### config.mk
export PLATFORM = sky130hd
export DESIGN_NAME = centered_project_parity_polytope_bisect_flat
export DESIGN_NICKNAME = d
export VERILOG_FILES = /design/src/rtl/centered_project_parity_polytope_bisect_pkg.sv /design/src/rtl/centered_project_parity_polytope_bisect_if.sv /design/src/rtl/centered_project_parity_polytope_bisect_clip_sum.sv /design/src/rtl/centered_project_parity_polytope_bisect.sv /design/src/flat_wrapper.sv
export SDC_FILE = /design/constraint.sdc
export NUM_CORES = 1
export LEC_CHECK = 0
export CELL_PAD_IN_SITES_DETAIL_PLACEMENT = 1
export CELL_PAD_IN_SITES_GLOBAL_PLACEMENT = 2
export CORE_MARGIN = 2
export CORE_UTILIZATION = 38
export DETAILED_ROUTE_END_ITERATION = 10
export PLACE_DENSITY_LB_ADDON = 0.1
export SLEW_MARGIN = 20
export SYNTH_ARGS = -nofsm -noshare
export SYNTH_HDL_FRONTEND = slang
export SYNTH_SLANG_ARGS = --single-unit
export TNS_END_PERCENT = 5
### constraint.sdc
create_clock -name clk -period 24.3 [get_ports clk]
set_input_delay 6.075 -clock clk [delete_from_list [all_inputs] [get_ports clk]]
set_output_delay 6.075 -clock clk [all_outputs]
set_load 0.05 [all_outputs]
### src/rtl/centered_project_parity_polytope_bisect_pkg.sv
// rtl/centered_project_parity_polytope_bisect_pkg.sv - shared constants, FSM states and lane helpers
package centered_project_parity_polytope_bisect_pkg;

    localparam int DEF_TAG_WIDTH         = 32;
    localparam int DEF_MAX_DEGREE        = 8;
    localparam int DEF_DATA_WIDTH        = 8;
    localparam int DEF_IN_FRACTION_WIDTH = 6;
    localparam int DEF_BISECT_ITERS      = 8;

    function automatic int f_clog2(input int n);
        int r;
        r = 0;
        while ((1 << r) < n) r++;
        return r;
    endfunction

    function automatic int f_one(input int frac);
        return 1 << frac;
    endfunction

    function automatic int f_sum_width(input int dw, input int md);
        return dw + f_clog2(md) + 2;
    endfunction

    function automatic int f_beta_width(input int dw);
        return dw + 1;
    endfunction

    function automatic int f_lane_lsb(input int lane, input int dw);
        return lane * dw;
    endfunction

    typedef enum logic [2:0] {
        ST_IDLE,
        ST_SIGN,
        ST_TEST,
        ST_BISECT,
        ST_FINAL,
        ST_OUT
    } state_t;

endpackage

### src/rtl/centered_project_parity_polytope_bisect_if.sv
// rtl/centered_project_parity_polytope_bisect_if.sv - input/output handshake bundle of the projector
interface centered_project_parity_polytope_bisect_if
    import centered_project_parity_polytope_bisect_pkg::*;
#(
    parameter int TAG_WIDTH  = DEF_TAG_WIDTH,
    parameter int MAX_DEGREE = DEF_MAX_DEGREE,
    parameter int DATA_WIDTH = DEF_DATA_WIDTH
);
    localparam int DEG_W = f_clog2(MAX_DEGREE + 1);

    logic                             ready_in;
    logic                             valid_in;
    logic [TAG_WIDTH-1:0]             tag_in;
    logic [DEG_W-1:0]                 degree_in;
    logic [DATA_WIDTH*MAX_DEGREE-1:0] data_in;
    logic                             busy;
    logic                             ready_out;
    logic                             valid_out;
    logic [TAG_WIDTH-1:0]             tag_out;
    logic [DATA_WIDTH*MAX_DEGREE-1:0] data_out;

    modport master (
        output ready_in, valid_in, tag_in, degree_in, data_in,
        input  busy, ready_out, valid_out, tag_out, data_out
    );

    modport slave (
        input  ready_in, valid_in, tag_in, degree_in, data_in,
        output busy, ready_out, valid_out, tag_out, data_out
    );

endinterface

### src/rtl/centered_project_parity_polytope_bisect_clip_sum.sv
// rtl/centered_project_parity_polytope_bisect_clip_sum.sv - shifted box clip of every lane and signed sum
module centered_clip_sum
    import centered_project_parity_polytope_bisect_pkg::*;
#(
    parameter int MAX_DEGREE        = DEF_MAX_DEGREE,
    parameter int DATA_WIDTH        = DEF_DATA_WIDTH,
    parameter int IN_FRACTION_WIDTH = DEF_IN_FRACTION_WIDTH,
    parameter int SUM_W             = f_sum_width(DATA_WIDTH, MAX_DEGREE),
    parameter int BETA_W            = f_beta_width(DATA_WIDTH)
) (
    input  logic [DATA_WIDTH*MAX_DEGREE-1:0] i_u,
    input  logic [MAX_DEGREE-1:0]            i_s,
    input  logic [BETA_W-1:0]                i_beta,
    input  logic [MAX_DEGREE-1:0]            i_mask,
    output logic [DATA_WIDTH*MAX_DEGREE-1:0] o_clip,
    output logic signed [SUM_W-1:0]          o_sum
);
    localparam logic signed [SUM_W-1:0] ONE_S  = SUM_W'(f_one(IN_FRACTION_WIDTH));
    localparam logic signed [SUM_W-1:0] NONE_S = -ONE_S;

    logic signed [SUM_W-1:0] w_term [MAX_DEGREE];

    // i_s[i]=1 means s_i=+1; each lane computes clip(u_i - beta*s_i) and its s-weighted term
    for (genvar i = 0; i < MAX_DEGREE; i++) begin : g_lane
        logic [DATA_WIDTH-1:0]   w_raw;
        logic signed [SUM_W-1:0] w_u, w_b, w_d, w_c;
        assign w_raw = i_u[f_lane_lsb(i, DATA_WIDTH) +: DATA_WIDTH];
        assign w_u   = signed'({{(SUM_W-DATA_WIDTH){w_raw[DATA_WIDTH-1]}}, w_raw});
        assign w_b   = signed'({{(SUM_W-BETA_W){1'b0}}, i_beta});
        assign w_d   = i_s[i] ? (w_u - w_b) : (w_u + w_b);
        assign w_c   = (w_d > ONE_S) ? ONE_S : ((w_d < NONE_S) ? NONE_S : w_d);
        assign o_clip[f_lane_lsb(i, DATA_WIDTH) +: DATA_WIDTH] = i_mask[i] ? w_c[DATA_WIDTH-1:0] : '0;
        assign w_term[i] = !i_mask[i] ? '0 : (i_s[i] ? w_c : -w_c);
    end

    always_comb begin
        o_sum = '0;
        for (int i = 0; i < MAX_DEGREE; i++) o_sum = o_sum + w_term[i];
    end

endmodule

### src/rtl/centered_project_parity_polytope_bisect.sv
// rtl/centered_project_parity_polytope_bisect.sv - iterative parity-polytope projection with bisection on beta
module centered_project_parity_polytope_bisect
    import centered_project_parity_polytope_bisect_pkg::*;
#(
    parameter int TAG_WIDTH         = DEF_TAG_WIDTH,
    parameter int MAX_DEGREE        = DEF_MAX_DEGREE,
    parameter int DATA_WIDTH        = DEF_DATA_WIDTH,
    parameter int IN_FRACTION_WIDTH = DEF_IN_FRACTION_WIDTH,
    parameter int BISECT_ITERS      = DEF_BISECT_ITERS
) (
    input logic clk,
    input logic reset,
    centered_project_parity_polytope_bisect_if.slave bus
);
    localparam int DW     = DATA_WIDTH;
    localparam int LW     = DATA_WIDTH * MAX_DEGREE;
    localparam int DEG_W  = f_clog2(MAX_DEGREE + 1);
    localparam int SUM_W  = f_sum_width(DATA_WIDTH, MAX_DEGREE);
    localparam int BETA_W = f_beta_width(DATA_WIDTH);
    localparam int K_W    = f_clog2(BISECT_ITERS + 1);
    localparam int ONE    = f_one(IN_FRACTION_WIDTH);
    localparam int SHIFT  = DATA_WIDTH - 1 - IN_FRACTION_WIDTH;

    localparam logic signed [SUM_W-1:0] ONE_S  = SUM_W'(ONE);
    localparam logic signed [SUM_W-1:0] NONE_S = -ONE_S;
    localparam logic signed [SUM_W-1:0] SAT_S  = SUM_W'((1 << (DW - 1)) - 1);
    localparam logic signed [SUM_W-1:0] NSAT_S = -SAT_S;
    localparam logic [DW-1:0]           SAT_D  = SAT_S[DW-1:0];
    localparam logic [DW-1:0]           NSAT_D = NSAT_S[DW-1:0];
    localparam logic [DW-1:0]           ONE_D  = ONE_S[DW-1:0];
    localparam logic [BETA_W-1:0]       TWO_ONE = BETA_W'(2 * ONE);

    state_t                  r_state, w_next;
    logic                    r_ready_out;
    logic [TAG_WIDTH-1:0]    r_tag;
    logic [DEG_W-1:0]        r_d, w_d_clamped, w_min_idx;
    logic [LW-1:0]           r_u, r_data, w_clip, w_conv;
    logic [MAX_DEGREE-1:0]   r_s, w_s_raw, w_s_sign, w_mask;
    logic [BETA_W-1:0]       r_lo, r_hi, w_mid, w_beta;
    logic [BETA_W:0]         w_mid_sum;
    logic [K_W-1:0]          r_k;
    logic signed [SUM_W-1:0] w_sum, w_thr;
    logic [DW-1:0]           w_abs [MAX_DEGREE];
    logic [DW-1:0]           w_min_val;
    logic                    w_gt, w_in_xfer;

    assign w_in_xfer = bus.valid_in && r_ready_out;
    assign w_mid_sum = {1'b0, r_lo} + {1'b0, r_hi};
    assign w_mid     = BETA_W'(w_mid_sum >> 1);
    assign w_thr     = signed'((SUM_W'(r_d) - SUM_W'(2)) << IN_FRACTION_WIDTH);
    assign w_gt      = (w_sum > w_thr);

    always_comb begin
        w_d_clamped = bus.degree_in;
        if (bus.degree_in < DEG_W'(2))               w_d_clamped = DEG_W'(2);
        else if (bus.degree_in > DEG_W'(MAX_DEGREE)) w_d_clamped = DEG_W'(MAX_DEGREE);
    end

    for (genvar i = 0; i < MAX_DEGREE; i++) begin : g_lane
        logic [DW-1:0]           w_raw, w_cl;
        logic signed [SUM_W-1:0] w_ue, w_mag, w_ce, w_sh;
        assign w_raw      = r_u[f_lane_lsb(i, DW) +: DW];
        assign w_ue       = signed'({{(SUM_W-DW){w_raw[DW-1]}}, w_raw});
        assign w_mask[i]  = (r_d > DEG_W'(i));
        assign w_s_raw[i] = w_mask[i] && !w_ue[SUM_W-1] && (w_ue != '0);
        assign w_mag      = w_ue[SUM_W-1] ? -w_ue : w_ue;
        assign w_abs[i]   = (w_mag > ONE_S) ? ONE_D : w_mag[DW-1:0];
        // clipped lanes sit in [-ONE,ONE]; rescale to DW-1 fraction bits and saturate +ONE
        assign w_cl = w_clip[f_lane_lsb(i, DW) +: DW];
        assign w_ce = signed'({{(SUM_W-DW){w_cl[DW-1]}}, w_cl});
        assign w_sh = w_ce <<< SHIFT;
        assign w_conv[f_lane_lsb(i, DW) +: DW] =
            (w_sh > SAT_S) ? SAT_D : ((w_sh < NSAT_S) ? NSAT_D : w_sh[DW-1:0]);
    end

    // even count of +1 signs: flip the lane closest to zero (lowest index on ties)
    always_comb begin
        w_min_val = '1;
        w_min_idx = '0;
        for (int i = 0; i < MAX_DEGREE; i++) begin
            if (w_mask[i] && (w_abs[i] < w_min_val)) begin
                w_min_val = w_abs[i];
                w_min_idx = DEG_W'(i);
            end
        end
        w_s_sign = w_s_raw;
        if (!(^w_s_raw)) w_s_sign[w_min_idx] = ~w_s_raw[w_min_idx];
    end

    centered_clip_sum #(
        .MAX_DEGREE(MAX_DEGREE), .DATA_WIDTH(DATA_WIDTH), .IN_FRACTION_WIDTH(IN_FRACTION_WIDTH),
        .SUM_W(SUM_W), .BETA_W(BETA_W)
    ) u_clip_sum (
        .i_u(r_u), .i_s(r_s), .i_beta(w_beta), .i_mask(w_mask),
        .o_clip(w_clip), .o_sum(w_sum)
    );

    always_ff @(posedge clk or negedge reset) begin
        if (!reset) begin
            r_state     <= ST_IDLE;
            r_ready_out <= 1'b0;
        end else begin
            r_state     <= w_next;
            r_ready_out <= (w_next == ST_IDLE);
        end
    end

    always_comb begin
        w_next = r_state;
        case (r_state)
            ST_IDLE:   if (w_in_xfer) w_next = ST_SIGN;
            ST_SIGN:   w_next = ST_TEST;
            ST_TEST:   w_next = w_gt ? ST_BISECT : ST_OUT;
            ST_BISECT: if (r_k == K_W'(BISECT_ITERS - 1)) w_next = ST_FINAL;
            ST_FINAL:  w_next = ST_OUT;
            ST_OUT:    if (bus.ready_in) w_next = ST_IDLE;
            default:   w_next = ST_IDLE;
        endcase
    end

    always_comb begin
        w_beta        = '0;
        bus.valid_out = (r_state == ST_OUT);
        bus.busy      = (r_state != ST_IDLE);
        case (r_state)
            ST_BISECT: w_beta = w_mid;
            ST_FINAL:  w_beta = r_hi;
            default:   w_beta = '0;
        endcase
    end

    assign bus.ready_out = r_ready_out;
    assign bus.tag_out   = r_tag;
    assign bus.data_out  = r_data;

    always_ff @(posedge clk or negedge reset) begin
        if (!reset) begin
            r_u    <= '0;
            r_d    <= '0;
            r_tag  <= '0;
            r_s    <= '0;
            r_lo   <= '0;
            r_hi   <= '0;
            r_k    <= '0;
            r_data <= '0;
        end else begin
            case (r_state)
                ST_IDLE: if (w_in_xfer) begin
                    r_u   <= bus.data_in;
                    r_d   <= w_d_clamped;
                    r_tag <= bus.tag_in;
                end
                ST_SIGN: r_s <= w_s_sign;
                ST_TEST: begin
                    if (w_gt) begin
                        r_lo <= '0;
                        r_hi <= TWO_ONE;
                        r_k  <= '0;
                    end else begin
                        r_data <= w_conv;
                    end
                end
                ST_BISECT: begin
                    if (w_gt) r_lo <= w_mid;
                    else      r_hi <= w_mid;
                    r_k <= r_k + K_W'(1);
                end
                ST_FINAL: r_data <= w_conv;
                default: ;
            endcase
        end
    end

endmodule

### src/flat_wrapper.sv
// flat-port wrapper written by rule: the top's interface ports become plain ports
module centered_project_parity_polytope_bisect_flat import centered_project_parity_polytope_bisect_pkg::*;
#(
    parameter int TAG_WIDTH         = DEF_TAG_WIDTH,
    parameter int MAX_DEGREE        = DEF_MAX_DEGREE,
    parameter int DATA_WIDTH        = DEF_DATA_WIDTH,
    parameter int IN_FRACTION_WIDTH = DEF_IN_FRACTION_WIDTH,
    parameter int BISECT_ITERS      = DEF_BISECT_ITERS
)
  (clk, reset, bus_ready_in, bus_valid_in, bus_tag_in, bus_degree_in, bus_data_in, bus_busy, bus_ready_out, bus_valid_out, bus_tag_out, bus_data_out);
  centered_project_parity_polytope_bisect_if #(.TAG_WIDTH(TAG_WIDTH), .MAX_DEGREE(MAX_DEGREE), .DATA_WIDTH(DATA_WIDTH)) bus_i ();
  input logic clk;
  input logic reset;
  input wire logic [$bits(bus_i.ready_in)-1:0] bus_ready_in;
  input wire logic [$bits(bus_i.valid_in)-1:0] bus_valid_in;
  input wire logic [$bits(bus_i.tag_in)-1:0] bus_tag_in;
  input wire logic [$bits(bus_i.degree_in)-1:0] bus_degree_in;
  input wire logic [$bits(bus_i.data_in)-1:0] bus_data_in;
  output wire logic [$bits(bus_i.busy)-1:0] bus_busy;
  output wire logic [$bits(bus_i.ready_out)-1:0] bus_ready_out;
  output wire logic [$bits(bus_i.valid_out)-1:0] bus_valid_out;
  output wire logic [$bits(bus_i.tag_out)-1:0] bus_tag_out;
  output wire logic [$bits(bus_i.data_out)-1:0] bus_data_out;
  assign bus_i.ready_in = bus_ready_in;
  assign bus_i.valid_in = bus_valid_in;
  assign bus_i.tag_in = bus_tag_in;
  assign bus_i.degree_in = bus_degree_in;
  assign bus_i.data_in = bus_data_in;
  assign bus_busy = bus_i.busy;
  assign bus_ready_out = bus_i.ready_out;
  assign bus_valid_out = bus_i.valid_out;
  assign bus_tag_out = bus_i.tag_out;
  assign bus_data_out = bus_i.data_out;
  centered_project_parity_polytope_bisect #(.TAG_WIDTH(TAG_WIDTH), .MAX_DEGREE(MAX_DEGREE), .DATA_WIDTH(DATA_WIDTH), .IN_FRACTION_WIDTH(IN_FRACTION_WIDTH), .BISECT_ITERS(BISECT_ITERS)) u_core (.clk(clk), .reset(reset), .bus(bus_i));
endmodule
# Word-level counts from Yosys, hierarchy flattened
# Cells that the tools add are included.
# totals
ff_bits	198
out_inout_bits	99
word_cells	295
input_bits	104
# op_classes
add_sub_neg	42
n_lt_le_gt_ge	61
muxes	118
n_eq_ne	10
n_bitwise	1
reduce_logical	53
# ops
cell	count
two-way mux 13 bit	48
two-way mux 8 bit	40
greater-than comparator 13 x 8 -> 1 bit (second input constant)	16
one-hot mux 64 bit (2 select lines)	1
< comparator 13 x 7 -> 1 bit (second input constant)	8
negation 13 bit	8
negation 8 -> 13 bit	8
nonzero test 13 bit	8
adder 13 bit	7
adder 8 x 10 -> 11 bit	8
subtractor 8 x 10 -> 11 bit	8
greater-than comparator 9 x 8 -> 1 bit (second input constant)	8
< comparator 9 x 8 -> 1 bit (second input constant)	8
two-way mux 64 bit	1
< comparator 8 bit	7
one-hot mux 9 bit (2 select lines)	3
two-way mux 4 bit	9
two-way mux 9 bit	4
logical AND 1 bit	26
one-hot mux 3 bit (6 select lines)	1
greater-than comparator 4 x 3 -> 1 bit (second input constant)	4
greater-than comparator 13 bit	1
two-way mux 3 bit	4
adder 9 x 9 -> 10 bit	1
28 further kinds	48

# Longest topological paths before layout
# logic_depth
word_depth	34
ltp_mapped	78
mapped_depth_nobuf	73

# Hierarchy
# From an unflattened synthesis, not the netlist that was laid out.
# hier_totals
hier_cells	3114
area_unflattened_um2	24622.4
# modules_own_cells
module	instances	cells_each	area_per_inst_um2	seq_area_each_um2
centered_project_parity_polytope_bisect	1	1543	13541.7	4954.8
centered_clip_sum	1	1571	11080.6	0.0

# Worst setup path after synthesis
# Ideal clock, no wire load.
# synth_path
path_type	reg2reg
startpoint	reg u_core.r_u[1]
endpoint	reg u_core.r_s[0]
t_arrival_ps	13072
setup_ps	131
required_ps	24169
synth_period_minus_slack_ps	13203
path_slack_ps	11097
path_buffers	5
stages_incl_launch_ff	74
path_cell_list	dfrtp_1 -> inv_1 -> ha_1 -> xor2_1 -> a21oi_1 -> nor3_1 -> and3_1 -> o21ai_0 -> inv_1 -> a21oi_1 -> ha_1 -> a21o_1 -> a21oi_1 -> o21ai_1 -> a31oi_1 -> o21ai_1 -> a21oi_1 -> inv_1 -> (+38 left out) -> o21ai_0 -> nand2_1 -> o21bai_1 -> a21oi_1 -> nand2_1 -> o211ai_2 -> clkbuf_1 -> nor2_1 -> a21oi_1 -> ha_1 -> a21o_1 -> a21o_1 -> a211oi_1 -> o2111ai_1 -> nor2b_1 -> o211a_4 -> and4_1 -> or3_1
# synth_between
elab_chain_len	34
elab_cells_between_ends	47
cone_classes	1 x add/sub; 11 x order compare; 22 x mux; 1 x bitwise; 12 x reduce/logical
# synth_lines
element	line_no	text
start: declaration	centered_project_parity_polytope_bisect.sv:37	logic [LW-1:0] r_u, r_data, w_clip, w_conv;
start signal: assignment	centered_project_parity_polytope_bisect.sv:149	r_u <= bus.data_in;
negation 8 -> 13 bit	centered_project_parity_polytope_bisect.sv:66	assign w_mag = w_ue[SUM_W-1] ? -w_ue : w_ue;
two-way mux 13 bit	centered_project_parity_polytope_bisect.sv:66	
greater-than comparator 13 x 8 -> 1 bit	centered_project_parity_polytope_bisect.sv:67	assign w_abs[i] = (w_mag > ONE_S) ? ONE_D : w_mag[DW-1:0];
two-way mux 8 bit	centered_project_parity_polytope_bisect.sv:67	
< comparator 8 bit	centered_project_parity_polytope_bisect.sv:81	if (w_mask[i] && (w_abs[i] < w_min_val)) begin
logical AND 1 bit	centered_project_parity_polytope_bisect.sv:81	
two-way mux 8 bit	centered_project_parity_polytope_bisect.sv:81	
< comparator 8 bit	centered_project_parity_polytope_bisect.sv:81	
(+18 left out)	n/a	
logical AND 1 bit	centered_project_parity_polytope_bisect.sv:81	
two-way mux 4 bit	centered_project_parity_polytope_bisect.sv:81	
greater-or-equal comparator 4 x 1 -> 1 bit (not written as such) / < comparator 4 bit (equally long branches)	centered_project_parity_polytope_bisect.sv:87	if (!(^w_s_raw)) w_s_sign[w_min_idx] = ~w_s_raw[w_min_idx];
logical AND 1 bit (not written as such)	centered_project_parity_polytope_bisect.sv:87	
two-way mux 1 bit (not written as such)	centered_project_parity_polytope_bisect.sv:87	
demux 1 bit (select 3 bit)	n/a	
bitwise mux 8 bit	centered_project_parity_polytope_bisect.sv:87	
two-way mux 8 bit (*)	centered_project_parity_polytope_bisect.sv:87	
end signal: assignment	centered_project_parity_polytope_bisect.sv:153	ST_SIGN: r_s <= w_s_sign;
end: declaration	centered_project_parity_polytope_bisect.sv:38	logic [MAX_DEGREE-1:0] r_s, w_s_raw, w_s_sign, w_mask;
# Every way passes the cells marked *; elsewhere a longest branch is shown, timed or not. The select of a mux whose other input is x is not followed.
# A chain may end at the register's enable or synchronous reset.

# Final worst setup path
# layout_path
startpoint	reg u_core.r_d[3]
endpoint	reg u_core.r_s[0]
# layout_between
elab_chain_len	30
elab_cells_between_ends	64
cone_classes	17 x order compare; 20 x mux; 1 x bitwise; 26 x reduce/logical
# layout_lines
element	line_no	text
start: declaration	centered_project_parity_polytope_bisect.sv:36	logic [DEG_W-1:0] r_d, w_d_clamped, w_min_idx;
start signal: assignment	centered_project_parity_polytope_bisect.sv:150	r_d <= w_d_clamped;
greater-than comparator 4 x 1 -> 1 bit	centered_project_parity_polytope_bisect.sv:64	assign w_mask[i] = (r_d > DEG_W'(i));
logical AND 1 bit	centered_project_parity_polytope_bisect.sv:81	
two-way mux 8 bit	centered_project_parity_polytope_bisect.sv:81	
< comparator 8 bit	centered_project_parity_polytope_bisect.sv:81	
logical AND 1 bit	centered_project_parity_polytope_bisect.sv:81	
two-way mux 8 bit	centered_project_parity_polytope_bisect.sv:81	
< comparator 8 bit	centered_project_parity_polytope_bisect.sv:81	
logical AND 1 bit	centered_project_parity_polytope_bisect.sv:81	
(+14 left out)	n/a	
logical AND 1 bit	centered_project_parity_polytope_bisect.sv:81	
two-way mux 4 bit	centered_project_parity_polytope_bisect.sv:81	
greater-or-equal comparator 4 x 1 -> 1 bit (not written as such) / < comparator 4 bit (equally long branches)	centered_project_parity_polytope_bisect.sv:87	
logical AND 1 bit (not written as such)	centered_project_parity_polytope_bisect.sv:87	
two-way mux 1 bit (not written as such)	centered_project_parity_polytope_bisect.sv:87	
demux 1 bit (select 3 bit)	n/a	
bitwise mux 8 bit	centered_project_parity_polytope_bisect.sv:87	
two-way mux 8 bit (*)	centered_project_parity_polytope_bisect.sv:87	
# Marked as above.

==> flow_summary.ini <==
[yosys]
synthSimpleGateAreaFrac_pct = 24.88
synth_top_family_by_area = simple AND/OR/NAND/NOR gates
synth_fa_ha_area_share_pct = 17.09
synth_flop_cell = dfrtp_1
synth-edff-count = 0
synth_top_area_cell = dfrtp_1
synth_compound_area_share_pct = 19.03
synth_area_leaders = dfrtp_1, ha_1, nand2_1
yosysSeqAreaShare_pct = 21.97
syn_avg_cell_area_um2 = 7.551
synth_xor_area_share_pct = 9.092
syn_inst = 2987
synth_commonest_cells = nand2_1, nor2_1, inv_1, dfrtp_1, ha_1
yosysTopAreaCellShare_pct = 21.97
ys_ff_latch = 198
synth_cell_types = 97
syn_area_um2 = 22560
async_reset_ff_share_pct = 100.0
yosys_warnings = 0
yosys.cell_count.top_type = nand2_1
synthMuxAreaShare_pct = 2.208

[worst_setup_path]
r2r_cells = 64
end_kind = register
cp_slowest_cell = nor2_1
critPathMaxFanout = 21
start_kind = register
reg2reg_from = u_core.r_d[3]
worstPathRequired_ns = 24.70
crit_type = register to register
r2r_end = u_core.r_s[0]
max_stage_delay_ns = 0.74
critPathBufInv = 5
worst-path-stages = 64
cp.arrival_ns = 16.86
crit_family = compound AO/OA/AOI/OAI gates
rrSetupSlack_ns = 7.84

[sta]
slew_violations = 0
finalCritPeriodShare_pct = 67.74
whs_ns = 0.4795
hold_viol = 0
worst_pin_slew_ns = 1.114
skew_ns = 0.03140
setup_tns_ns = 0
rsz0062_at_grt = no
slew_headroom_pct = 25.74
finalCriticalPeriod_ns = 16.46
fmax_mhz = 60.75
setup_viol = 0

[clocking]
cts-htree-levels = 4
cts-root-buf = clkbuf_16
cts_max_path_buffers = 2
clkTransAtPathRegs_ns = 0.10
cts.sinks = 198
clock_latency_ns = 0.53
postCtsSetupBuffers = 0
cts_resized = 0
cts_tree = yes
cts_buffers = 17
cts_hold_buf = 0

[floorplanning]
io_pins = 203
dieArea_um2 = 61320
die_h_um = 247.6
fp-row-count = 89
fp.coreArea_um2 = 58800
dieWidth_um = 247.6
start_util_pct = 38.36

[grt]
grt_first_pass_wirelength_um = 130300
grt_start_max_net_pins = 83
grt_pass1_vias = 22429
antenna_found_initial = 1
grt_overflow = 0
grtUsageTotal_pct = 27.89

[placement]
gp_congestion = 0.9056
numPortBuffers = 202
dpl.hpwl_um = 69080

[detailed_routing]
vias = 21752
drt_wl_total_um = 85340
route.antenna.remaining_nets = 0
drc = 0
viasPerCell = 5.569
post_drt_wl_per_cell_um = 21.85
dr.pass1.iters = 5
drt_iter0_markers = 1052

[cells_and_area]
drive_above_1_share_pct = 4.181
antenna_cells = 0
area_growth_syn_to_layout_pct = 14.94
nets = 3482
fillers = 7314

[status]
status = complete, no violations

[hold_path]
hp-class = register to register
min_from = u_core.bus.data_out[31]
hold_end = u_core.bus.data_out[31]
holdPathStages = 2

[run]
maxCapViolations = 0
-- cell usage in the layout (no fill, tap or decap), drive strengths merged, types with 8 or more instances in the layout --
cell | Yosys | final
and2 | 27 | 27
buf | 17 | 27
mux2i | 22 | 22
inv | 214 | 222
nor2b | 53 | 53
nand2b | 54 | 54
clkdlybuf4s50 | 0 | 201
xnor2 | 103 | 103
o211ai | 12 | 12
a21boi | 21 | 21
ha | 180 | 180
mux2 | 24 | 24
nand4 | 18 | 18
or3 | 24 | 24
clkbuf | 103 | 18
or2 | 17 | 17
o31ai | 27 | 27
nor3 | 71 | 71
nor4 | 18 | 18
o21bai | 12 | 12
dfrtp | 198 | 198
o21ai | 174 | 174
o311ai | 8 | 8
nor2 | 365 | 365
a211oi | 21 | 21
nand3 | 49 | 49
a21o | 48 | 48
nand2 | 489 | 489
fa | 78 | 78
a31oi | 44 | 44
o21a | 31 | 31
xor2 | 126 | 126
o22a | 12 | 12
a21oi | 177 | 177
and3 | 27 | 27
-- per-stage QoR --
step / worst slack, ns / instances / instance area, um2 / utilization, %
floorplan: 11.10 / 2993 / 22580 / -
global placement: 8.608 / 3873 / 25310 / 43.04
detailed placement: 7.981 / 3873 / 25310 / 43.04
CTS: 7.910 / 3905 / 25890 / 44.04
global route: 6.390 / 3906 / 25930 / 44.09
finish: 7.839 / 3906 / 25930 / 44.09
-- flip-flops by register name (all words and copies together), names as in the netlist --
| signal | count |
|---|---|
| u_core.r_s | 8 |
| u_core.bus.ready_out | 1 |
| u_core.r_u | 64 |
| u_core.bus.data_out | 64 |
| u_core.r_k | 4 |
| u_core.r_state | 3 |
| u_core.bus.tag_out | 32 |
| u_core.r_lo | 9 |
| u_core.r_d | 4 |
| u_core.r_hi | 9 |
-- cells by family (layout without fill, tap and decap cells) --
| group | count (synthesis) | count (layout) |
|---|---|---|
| AOI/OAI and AO/OA | 670 | 670 |
| xor gates and xnor gates | 231 | 231 |
| adders and majority gates | 262 | 262 |
| buffers and inverters | 336 | 476 |
| DFF | 198 | 198 |
| muxes | 46 | 46 |
| other | 1 | 7 |
| and+or+nand+nor | 1243 | 1243 |
-- per-layer routing --
| layer | GRT usage, % | part of all wire (%) |
|---|---|---|
| met1 | 38.24 | 48 |
| met2 | 46.30 | 47 |
| met3 | 3.363 | 3.3 |
| met4 | 7.485 | 2.1 |
| met5 | 0 | 0 |
-- worst register-to-register path: cells and delay by family (launching register included) --
family                     cells  cell delay [ns]
DFF                            1             0.62
and+or+nand+nor               16             3.64
adders and majority gates      7             2.09
buffers and inverters          5             1.26
AOI/OAI and AO/OA             35             8.44
muxes                          1             0.30
-- worst max-delay path by stage --
stage,startpoint,to,slack (ns)
after floorplan,u_core.r_u[1],u_core.r_s[0],11.10
after global placement,u_core.r_d[3],u_core.r_s[0],8.61
after detailed placement,u_core.r_d[3],u_core.r_s[0],7.98
after CTS,u_core.r_d[3],u_core.r_s[0],7.91
after global routing,u_core.r_d[3],u_core.r_s[0],6.39
final,u_core.r_d[3],u_core.r_s[0],7.84
-- cell type report --
type | count | area [um2] | share of cell area (%)
tap | 773 | 967.2 | 3.731
multi-input combinational | 2459 | 16370 | 63.13
clock buffer | 18 | 429.2 | 1.655
clock inverter | 14 | 155.1 | 0.5984
inverter | 216 | 810.8 | 3.127
timing repair buffer | 228 | 2242 | 8.648
sequential | 198 | 4955 | 19.11
Power is left out: the tool's default activity adds up to more than one toggle a clock period on the data nets, which glitch-free logic cannot reach.
